## config.mk

```make
export PLATFORM = sky130hd
export DESIGN_NAME = multi_cycle_ctrl
export DESIGN_NICKNAME = d
export VERILOG_FILES = /design/src/rtl/cpu_pkg.sv /design/src/rtl/alu_decoder.sv /design/src/rtl/multi_cycle_ctrl.sv
export SDC_FILE = /design/constraint.sdc
export NUM_CORES = 1
export LEC_CHECK = 0
export BUFFER_PORTS_ARGS = -buffer_cell sky130_fd_sc_hd__buf_4
export CAP_MARGIN = 20
export CORE_UTILIZATION = 31
export CTS_CLUSTER_DIAMETER = 200
export DETAILED_ROUTE_END_ITERATION = 8
export PLACE_DENSITY = 0.57
export SLEW_MARGIN = 0
export SYNTH_ARGS = -nofsm -noshare
export SYNTH_HDL_FRONTEND = slang
export SYNTH_HIERARCHICAL = 1
export SYNTH_SLANG_ARGS = --single-unit
```

## constraint.sdc

```tcl
create_clock -name clk -period 2.3 [get_ports clk]
set_input_delay 0.23 -clock clk [delete_from_list [all_inputs] [get_ports clk]]
set_output_delay 0.23 -clock clk [all_outputs]
set_load 0.005 [all_outputs]
```

## src/rtl/cpu_pkg.sv

```systemverilog
// Shared definitions for the multi-cycle MIPS-subset CPU control path:
// FSM state encoding, opcode/funct constants, ALU and mux select encodings.
package cpu_pkg;

    typedef enum logic [3:0] {
        S_FETCH    = 4'd0,
        S_DECODE   = 4'd1,
        S_MEM_ADDR = 4'd2,
        S_MEM_RD   = 4'd3,
        S_MEM_WB   = 4'd4,
        S_MEM_WR   = 4'd5,
        S_R_EXE    = 4'd6,
        S_R_WB     = 4'd7,
        S_BRANCH   = 4'd8,
        S_JUMP     = 4'd9,
        S_I_EXE    = 4'd10,
        S_I_WB     = 4'd11,
        S_HALT     = 4'd12
    } state_e;

    // Which ALU operation the current state asks for; FUNCT defers to IR[5:0].
    typedef enum logic [1:0] {
        ALU_CLS_NONE  = 2'd0,
        ALU_CLS_ADD   = 2'd1,
        ALU_CLS_SUB   = 2'd2,
        ALU_CLS_FUNCT = 2'd3
    } alu_class_e;

    localparam logic [5:0] OP_RTYPE = 6'h00;
    localparam logic [5:0] OP_LW    = 6'h23;
    localparam logic [5:0] OP_SW    = 6'h2B;
    localparam logic [5:0] OP_BEQ   = 6'h04;
    localparam logic [5:0] OP_BNE   = 6'h05;
    localparam logic [5:0] OP_J     = 6'h02;
    localparam logic [5:0] OP_ADDI  = 6'h08;

    localparam logic [5:0] FN_ADD = 6'h20;
    localparam logic [5:0] FN_SUB = 6'h22;
    localparam logic [5:0] FN_AND = 6'h24;
    localparam logic [5:0] FN_OR  = 6'h25;
    localparam logic [5:0] FN_SLT = 6'h2A;

    localparam logic [3:0] ALU_AND = 4'd0;
    localparam logic [3:0] ALU_OR  = 4'd1;
    localparam logic [3:0] ALU_ADD = 4'd2;
    localparam logic [3:0] ALU_SUB = 4'd6;
    localparam logic [3:0] ALU_SLT = 4'd7;

    localparam logic [1:0] SRCB_REG    = 2'd0;
    localparam logic [1:0] SRCB_FOUR   = 2'd1;
    localparam logic [1:0] SRCB_IMM    = 2'd2;
    localparam logic [1:0] SRCB_IMM_SH = 2'd3;

    localparam logic [1:0] PCSRC_ALU    = 2'd0;
    localparam logic [1:0] PCSRC_ALUOUT = 2'd1;
    localparam logic [1:0] PCSRC_JUMP   = 2'd2;

endpackage

```

## src/rtl/alu_decoder.sv

```systemverilog
// Maps the state's ALU operation class and the R-type funct field to an
// alu_ctrl code; flags funct values outside the supported set.
module alu_decoder
    import cpu_pkg::*;
(
    input  alu_class_e  alu_class_i,
    input  logic [5:0]  funct_i,
    output logic [3:0]  alu_ctrl_o,
    output logic        funct_illegal_o
);

    always_comb begin
        alu_ctrl_o      = ALU_AND;
        funct_illegal_o = 1'b0;
        case (alu_class_i)
            ALU_CLS_ADD: alu_ctrl_o = ALU_ADD;
            ALU_CLS_SUB: alu_ctrl_o = ALU_SUB;
            ALU_CLS_FUNCT: begin
                case (funct_i)
                    FN_ADD:  alu_ctrl_o = ALU_ADD;
                    FN_SUB:  alu_ctrl_o = ALU_SUB;
                    FN_AND:  alu_ctrl_o = ALU_AND;
                    FN_OR:   alu_ctrl_o = ALU_OR;
                    FN_SLT:  alu_ctrl_o = ALU_SLT;
                    default: funct_illegal_o = 1'b1;
                endcase
            end
            default: alu_ctrl_o = ALU_AND;
        endcase
    end

endmodule

```

## src/rtl/multi_cycle_ctrl.sv

```systemverilog
// Main control FSM of the multi-cycle MIPS-subset CPU.
// Define MULTI_CYCLE_CTRL_BNE_EN to decode bne (opcode 0x05) as a branch.
module multi_cycle_ctrl
    import cpu_pkg::*;
(
    input  logic       clk,
    input  logic       rst,
    input  logic [5:0] opcode,
    input  logic [5:0] funct,
    input  logic       alu_zero,
    input  logic       mem_ready,
    output logic       pc_en,
    output logic       iord,
    output logic       mem_read,
    output logic       mem_write,
    output logic       ir_write,
    output logic       reg_dst,
    output logic       mem_to_reg,
    output logic       reg_write,
    output logic       alu_src_a,
    output logic [1:0] alu_src_b,
    output logic [3:0] alu_ctrl,
    output logic [1:0] pc_src,
    output logic       instr_done,
    output logic       halted,
    output logic [3:0] state
);

    state_e     state_q, state_d;
    alu_class_e alu_cls;
    logic       funct_illegal;

    alu_decoder u_alu_decoder (
        .alu_class_i     (alu_cls),
        .funct_i         (funct),
        .alu_ctrl_o      (alu_ctrl),
        .funct_illegal_o (funct_illegal)
    );

    always_ff @(posedge clk) begin
        if (rst) state_q <= S_FETCH;
        else     state_q <= state_d;
    end

    assign state = state_q;

    // Kept apart from the main decode so the decoder's illegal flag never
    // loops back into the block that selects its input.
    always_comb begin
        alu_cls = ALU_CLS_NONE;
        if (rst) begin
            alu_cls = ALU_CLS_ADD;
        end else begin
            case (state_q)
                S_FETCH, S_DECODE, S_MEM_ADDR, S_I_EXE: alu_cls = ALU_CLS_ADD;
                S_BRANCH: alu_cls = ALU_CLS_SUB;
                S_R_EXE:  alu_cls = ALU_CLS_FUNCT;
                default:  alu_cls = ALU_CLS_NONE;
            endcase
        end
    end

    always_comb begin
        state_d    = state_q;
        pc_en      = 1'b0;
        iord       = 1'b0;
        mem_read   = 1'b0;
        mem_write  = 1'b0;
        ir_write   = 1'b0;
        reg_dst    = 1'b0;
        mem_to_reg = 1'b0;
        reg_write  = 1'b0;
        alu_src_a  = 1'b0;
        alu_src_b  = SRCB_REG;
        pc_src     = PCSRC_ALU;
        instr_done = 1'b0;
        halted     = 1'b0;
        case (state_q)
            S_FETCH: begin
                mem_read  = 1'b1;
                alu_src_b = SRCB_FOUR;
                pc_en     = mem_ready;
                ir_write  = mem_ready;
                if (mem_ready) state_d = S_DECODE;
            end
            S_DECODE: begin
                alu_src_b = SRCB_IMM_SH;
                case (opcode)
                    OP_LW, OP_SW: state_d = S_MEM_ADDR;
                    OP_RTYPE:     state_d = S_R_EXE;
                    OP_BEQ:       state_d = S_BRANCH;
`ifdef MULTI_CYCLE_CTRL_BNE_EN
                    OP_BNE:       state_d = S_BRANCH;
`endif
                    OP_J:         state_d = S_JUMP;
                    OP_ADDI:      state_d = S_I_EXE;
                    default:      state_d = S_HALT;
                endcase
            end
            S_MEM_ADDR: begin
                alu_src_a = 1'b1;
                alu_src_b = SRCB_IMM;
                state_d   = (opcode == OP_SW) ? S_MEM_WR : S_MEM_RD;
            end
            S_MEM_RD: begin
                iord     = 1'b1;
                mem_read = 1'b1;
                if (mem_ready) state_d = S_MEM_WB;
            end
            S_MEM_WB: begin
                reg_write  = 1'b1;
                mem_to_reg = 1'b1;
                instr_done = 1'b1;
                state_d    = S_FETCH;
            end
            S_MEM_WR: begin
                iord       = 1'b1;
                mem_write  = 1'b1;
                instr_done = mem_ready;
                if (mem_ready) state_d = S_FETCH;
            end
            S_R_EXE: begin
                alu_src_a = 1'b1;
                state_d   = funct_illegal ? S_HALT : S_R_WB;
            end
            S_R_WB: begin
                reg_write  = 1'b1;
                reg_dst    = 1'b1;
                instr_done = 1'b1;
                state_d    = S_FETCH;
            end
            S_BRANCH: begin
                // Only bne reaches here with OP_BNE, so beq keeps the plain sense.
                alu_src_a  = 1'b1;
                pc_src     = PCSRC_ALUOUT;
                pc_en      = (opcode == OP_BNE) ? ~alu_zero : alu_zero;
                instr_done = 1'b1;
                state_d    = S_FETCH;
            end
            S_JUMP: begin
                pc_src     = PCSRC_JUMP;
                pc_en      = 1'b1;
                instr_done = 1'b1;
                state_d    = S_FETCH;
            end
            S_I_EXE: begin
                alu_src_a = 1'b1;
                alu_src_b = SRCB_IMM;
                state_d   = S_I_WB;
            end
            S_I_WB: begin
                reg_write  = 1'b1;
                instr_done = 1'b1;
                state_d    = S_FETCH;
            end
            S_HALT: halted = 1'b1;
            default: state_d = S_HALT;
        endcase

        // Reset abandons the instruction: no side effects, FETCH-style selects.
        if (rst) begin
            pc_en      = 1'b0;
            iord       = 1'b0;
            mem_read   = 1'b0;
            mem_write  = 1'b0;
            ir_write   = 1'b0;
            reg_dst    = 1'b0;
            mem_to_reg = 1'b0;
            reg_write  = 1'b0;
            alu_src_a  = 1'b0;
            alu_src_b  = SRCB_FOUR;
            pc_src     = PCSRC_ALU;
            instr_done = 1'b0;
            halted     = 1'b0;
        end
    end

endmodule

```

==> summary by stage, run 1 <==
Critical path
The worst register-to-register path has a setup slack of 150 ps. Data arrives at the worst endpoint at 1940 ps. On the critical path the largest part of the delay comes from simple AND/OR/NAND/NOR gates. The highest-delay cell along the critical path is dfxtp_1.

The worst endpoint required time is 2070 ps. The element type at the critical path end is a primary output. The kind of critical path is flop to primary output.

The worst reg2reg path endpoint is state[0]. The signal on the critical path passes through or4b_1 > and4b_1 > a2111oi_1 > nor3_2 > buf_4. Along the worst path, the maximum fanout reaches 15.

Counting both buffers and inverters, the worst setup path holds a total of 1. The number of cells on the worst reg-to-reg path is 7. The largest single stage delay on the critical path is 580 ps. The worst setup path is launched from a flop. The worst register-to-register path begins at state[3].

Place
The minimum setup slack after placement is 189 ps. At the end of routability-driven placement, the weighted congestion stood at 0.823. The count of port buffers added during placement is 37. The detailed-placement wirelength estimate is 2000 µm.

Global routing
The combined global-route utilization of all metal layers is 18.0%. The via count of the first global-routing pass is 910. The remaining global-route overflow is 0. The global-route wire length before repair is 3950 µm. The number of antenna violations at the first check in global routing is 0. Entering global routing, the biggest net connects 21 pins.

Finish
The fraction of final layout cells sized beyond drive strength 1 is 36.8%. 0 antenna diodes ended up in the layout. The most frequent standard cell in the layout excluding fill and tap cells is buf_4. The final layout contains 173 nets.

The area growth from synthesis to layout is 38.8%. The register with the most flip-flops in the layout has 4 of them. The top cell types in the final layout, fill and taps aside, are buf_4, nor3_1, nand2_1, nor2_1.

STA
The number of pins with negative max-slew slack in the final report was 0. Between clock sinks in the finished design, the worst skew comes to 5.01 ps. Setup repair after global routing left no endpoint under its margin. Based on the critical path, the design can be clocked at up to 461 MHz. Adding up every negative setup slack in the final design gives 0 ps. Counting I/O delays and the setup requirement, the final critical path takes 2170 ps. The minimum setup slack in the final design is 132 ps. Setup violations remaining at the end of the flow were counted as 0. The hold violation total from the final report came to 0. The share of the cycle needed by the critical path after routing is 94.3%.

Clock tree
The clock-pin slew of the registers on the worst-case setup and hold paths is 40 ps. TritonCTS built the clock tree. Counting along the longest clock path gives a buffer depth of 2. The number of hold buffers added after cts is 0.

The tree built by TritonCTS fans out to 4 sinks. The number of buffers created by CTS is 3. The root cell of the clock tree is clkbuf_4. The clock reaches the later pin of the worst-skew pair after 240 ps.

CTS built an H-tree with a depth of 1.

Power
The worst-case IR drop observed on VDD is 0.274 mV. The static leakage is 0.490 nW. Power spread over the standard cell area amounts to 602 nW/µm².

Synth
The fraction of the mapped netlist area in adder cells is 0%. The count of unique library cells instantiated by Yosys is 49. The most used flip-flop cell after synthesis is dfxtp_1. The number of nets produced by synthesis is 136. The synthesized design devotes to its leading area cell type 9.48% of total area. Multiplexer cells account for 1.78% of the synthesized area.

The area of the mapped netlist is 845 µm². The number of warnings printed during yosys synthesis is 6. The average cell area after synthesis is 7.04 µm².

Sorting the synthesized cells by area gives the leading types as dfxtp_1, nor3_1, nor4_1. After Yosys synthesis, XOR and XNOR cells account for 3.11% of the synthesized area. Counting flops with a built-in enable in the synthesized netlist gives 0. The share of synthesized registers carrying an async set or reset is 0%.

The simple logic cell fraction of the synthesized area is 45.0%. Counting flops and latches in the post-synthesis netlist gives 4. The largest family of logic cells by synthesized area is simple AND/OR/NAND/NOR gates.

Summing the areas of all compound-gate instances in the mapped netlist gives 30.7% of the synthesized area. The most area-hungry cell type in the Yosys netlist is dfxtp_1. The synthesized instance count is 120. The sequential share of the synthesized area is 9.48%.

Hold path
The class of the worst hold path is primary input to flop. The destination of the worst hold path is state[0]. The number of instances on the worst hold path is 2. The startpoint identified for the worst hold timing path is rst.

Route
The routed via count is 1035. In this run the remaining antenna-violating nets after routing total 0. The first TritonRoute pass finished after 4 iterations. For this run, design rule violations remaining after detail routing come to 0. The routed via count divided by cell count is 5.59. For this block, the routed nets add up to 2530 µm of wire. The initial DRC count is 38. The routed length per instance is 13.7 µm.

Floorplan
The site row count is 18. For this configuration, the core starts out at a cell density of 33.5%. The core region is 2520 µm². The floorplan step defined a die boundary enclosing 2940 µm².

The I/O pin total is 39. Measured along the x axis, the die boundary spans 54.2 µm. From bottom edge to top edge, the die measures 54.2 µm.

Run
The max capacitance violation total is 0.

Status
The flow ran to the end, and the final reports show no timing, DRC or antenna violations.
worst max-delay path by stage:
| stage | startpoint | end | cells past startpoint |
|---|---|---|---|
| after floorplan | state[1] | state[0] | 8 |
| after global placement | state[3] | state[0] | 7 |
| after detailed placement | state[3] | state[0] | 7 |
| after CTS | state[1] | alu_ctrl[1] | 7 |
| after global routing | state[3] | pc_en | 5 |
| final | state[3] | pc_en | 5 |
final cells by class:
cell class | instances | area [µm²]
timing repair buffer | 44 | 330
clock buffer | 3 | 22.5
fill | 259 | 1350
sequential | 4 | 82.6
tap | 30 | 37.5
multi-input combinational | 100 | 684
inverter | 4 | 15.0
cell families after synthesis:
kind of cell | Yosys count
xor gates and xnor gates | 3
other | 1
muxes | 1
AOI/OAI and AO/OA | 34
and+or+nand+nor | 61
buffers and inverters | 16
DFF | 4
report_power, final:
part / internal, mW / total [mW] / switching, mW
Combinational: 0.240 / 0.491 / 0.251
Sequential: 0.0868 / 0.128 / 0.0410
Clock: 0.0584 / 0.0872 / 0.0288
per-stage QoR:
stage	hold slack, ps	instances	util (%)	area, µm²	total power [mW]
final	347	185	46.5	1170	0.706
after global routing	356	185	46.5	1170	0.768
after CTS	344	185	46.4	1170	0.706
after detailed placement	592	182	45.5	1150	0.616
after global placement	587	182	45.5	1150	0.617
after floorplan	445	120	-	845	0.432
Yosys cell counts, types with 2 or more instances:
master	n
and2_1	2
nand2_1	8
o21ai_0	5
nor2_1	8
xnor2_1	2
a211oi_1	3
buf_2	4
a2111oi_2	2
dfxtp_1	4
nor2b_1	3
a21o_1	3
buf_4	2
nand4bb_1	2
nor4_1	7
and4b_1	3
a21oi_1	7
inv_1	4
nor3_1	11
a22oi_1	2
nand2b_1	6
clkbuf_1	4
metal layers:
metal | part of all wire [%] | GRT usage [%]
met2 | 48 | 32.1
met4 | 0 | 3.85
met3 | 5.7 | 1.98
met1 | 46 | 22.7
met5 | 0 | 0
timing repair:
item / CTS / global route
resized for setup: 0 / 2
endpoints found under the setup margin: 0 / 1
setup buffers: 0 / 0
Note: power is estimated with default switching activity, not from simulation.
==> run 2, diff against run 1 <==
Settings changed: PLACE_DENSITY 0.57 to 0.65.
==> summary by stage, run 2 (synthesized netlist as in run 1, its figures left out) <==
Status
The flow ran to the end, and the final reports show no timing, DRC or antenna violations.

Run
The max capacitance violation total is 0 (unchanged).

Floorplan
The die footprint came to 2940 µm² (unchanged). The initial core utilization is 33.5% (unchanged). The total core area was 2520 µm² (unchanged). The die outline width is 54.2 µm (unchanged). The I/O pin total is 39 (unchanged).

The vertical die dimension is 54.2 µm (unchanged). The site row count is 18 (unchanged).

Critical path
The element type at the critical path end is a primary output. The number of cells on the critical path was 5 (unchanged). Walking the worst path, the cells encountered are or4b_1 > and4b_1 > a2111oi_1 > nor3_2 > buf_4. The buffering stage count on the worst path with inverters included is 1 (unchanged). The data arrival time of the critical path is 1930 ps (about the same). The worst flop-to-flop path startpoint is state[3]. For this design, the slowest cell found on the critical path is dfxtp_1. The kind of critical path is flop to primary output.

The peak fanout along the critical path is 14 (-1). Grouping stages by cell kind, the critical path spends the most delay in simple AND/OR/NAND/NOR gates. The delay contributed by the slowest stage of the critical path came to 540 ps (-40 ps).

STA classifies the critical path startpoint as a flop. The startpoint of the most critical setup path is state[3]. The worst endpoint required time is 2070 ps (about the same). The length in cells of the worst reg-to-reg path is 7 (unchanged).

Clock tree
The number of buffers created by CTS is 3 (unchanged). CTS placed an instance of clkbuf_4 at the clock tree root. The insertion delay to the later sink of the worst-skew pair was 240 ps (about the same).

TritonCTS built the clock tree. The maximum number of buffers from clock root to sink was 2 (unchanged). The number of buffers inserted to repair setup after CTS was 0 (unchanged). The TritonCTS sink count is 4 (unchanged). The total number of H-tree levels is 1 (unchanged). The clock-pin slew of the registers on the worst-case setup and hold paths is 40 ps (about the same).

Finish
The flip-flop count of the largest register, all copies and words added was 4 (unchanged). The number of nets in the final layout is 173 (unchanged). Leaving out fill and tap cells, the most frequent cell in the layout is buf_4.

The antenna diode instance count is 0 (unchanged). The area growth from synthesis to layout is 39.0%. In the layout the commonest cells are buf_4, nor3_1, nand2_1. The fraction of final layout cells sized beyond drive strength 1 came to 36.8% (unchanged). The post-route cell area was 1170 µm² (+0.11%). The number of standard cells in the final layout excluding fillers is 185 (unchanged). The core utilization of the finished layout is 46.5% (+0.050 points).

Hold path
The number of instances on the worst hold path was 2 (unchanged). In this run the most critical hold path is launched from rst. In this run the worst hold path is classified as primary input to flop.

Power
The relative contribution of the clock network to total power is 12.7% (+0.3 points). The total power divided by cell area is 593 nW/µm² (-1.5%). The static leakage came to 0.490 nW (about the same). The internal power was 0.381 mW (-1.2%). The worst ir drop on vdd is 0.328 mV (+20%).

The fraction of power spent switching nets was 45.3% (-0.094 points). The power share of the sequential group came to 18.2% (about the same). The combinational cell fraction of total power was 69.2% (-0.4 points). The net load switching power is 0.315 mW (-1.6%).

STA
The shortest clock period the worst path allows after layout is 2160 ps (-7.83 ps). The share of the cycle needed by the critical path after routing was 93.9% (-0.34 points). Setup repair after global routing left no endpoint under its margin. The count of endpoints failing setup in the final report was 0 (unchanged). The hold violation total from the final report is 0 (unchanged). The number of pins with negative max-slew slack in the final report is 0 (unchanged). The clock tree skew after final layout was 3.55 ps (-1.45 ps). The final setup TNS was 0 ps (unchanged). The maximum achievable frequency is 463 MHz (+0.36%).

The minimum setup slack in the final design was 140 ps (+7.83 ps).

Place
The number of placed instances, taps included was 182 (unchanged). The detailed-placement wirelength estimate is 1920 µm (-4.2%). The final weighted congestion in routability-driven placement is 0.820 (-0.39%). The count of port buffers added during placement was 37 (unchanged). The total cell area at the placement stage came to 1150 µm² (unchanged). The minimum setup slack after placement is 237 ps (+48.2 ps).

Global routing
The via count of the first global-routing pass is 918 (+0.88%). The combined global-route utilization of all metal layers is 18.3% (+0.34 points). The pin count of the biggest net entering global routing is 21 (unchanged). The remaining global-route overflow is 0 (unchanged). The global-route wire length before repair is 3930 µm (-0.51%). The number of antenna violations at the first check in global routing is 0 (unchanged).

Route
The number of optimization iterations in the first detailed-route pass is 4 (unchanged). The routed via count came to 1051 (+1.5%). The final antenna-violating net count was 0 (unchanged). The routed wire length came to 2440 µm (-3.6%).

The number of DRC violations after detailed routing is 0 (unchanged). The routed via count divided by cell count is 5.68 (+1.5%). The routed length per instance is 13.2 µm (-3.6%). The initial DRC count was 10 (-74%).
[run 2: cell count changes in the layout (fill, tap and decap cells not counted)]
cell / previous run / this run
nor2_1: 8 / 7
nor2_2: 0 / 1
dfxtp_2: 2 / 1
dfxtp_1: 2 / 3
[run 2: power groups by stage]
stage               Clock [mW]  Sequential [mW]  Combinational, mW
finish                  0.0882            0.126              0.482
global route             0.100            0.131              0.531
CTS                     0.0920            0.124              0.480
detailed placement           0            0.125              0.478
global placement             0            0.121              0.475
floorplan                    0           0.0993              0.333
[run 2: path summary, 6_finish.rpt]
kind	endpoint	slack, ps
max	pc_en	140
min	state[2]	350
max reg2reg	state[0]	200
min reg2reg	state[1]	720
[run 2: area by class of cell]
cell class | instances | area [µm²]
fill | 285 | 1350
multi-input combinational | 100 | 687
timing repair buffer | 44 | 330
sequential | 4 | 81.3
tap | 30 | 37.5
clock buffer | 3 | 22.5
inverter | 4 | 15.0
[run 2: stage by stage]
stage	power, mW	hold slack, ps
2_1_floorplan	0.432	445
3_3_place_gp	0.596	578
3_5_place_dp	0.603	584
4_1_cts	0.696	331
5_1_grt	0.761	353
6_report	0.696	350
[run 2: layer usage]
layer | part of all wire [%] | vias to the layer above | track usage [%] | wire length [µm]
met2 | 48 | 33 | 30.9 | 1160
met1 | 46 | 482 | 22.4 | 1110
li1 | - | 530 | - | -
met4 | 2.0 | 0 | 8.55 | 48
met5 | 0 | - | 0 | 0
met3 | 4.5 | 6 | 2.82 | 110
[run 2: timing repair]
item,4_1_cts,5_1_grt
setup endpoints to repair,0,2
resized for setup,0,2
hold buffers,0,0
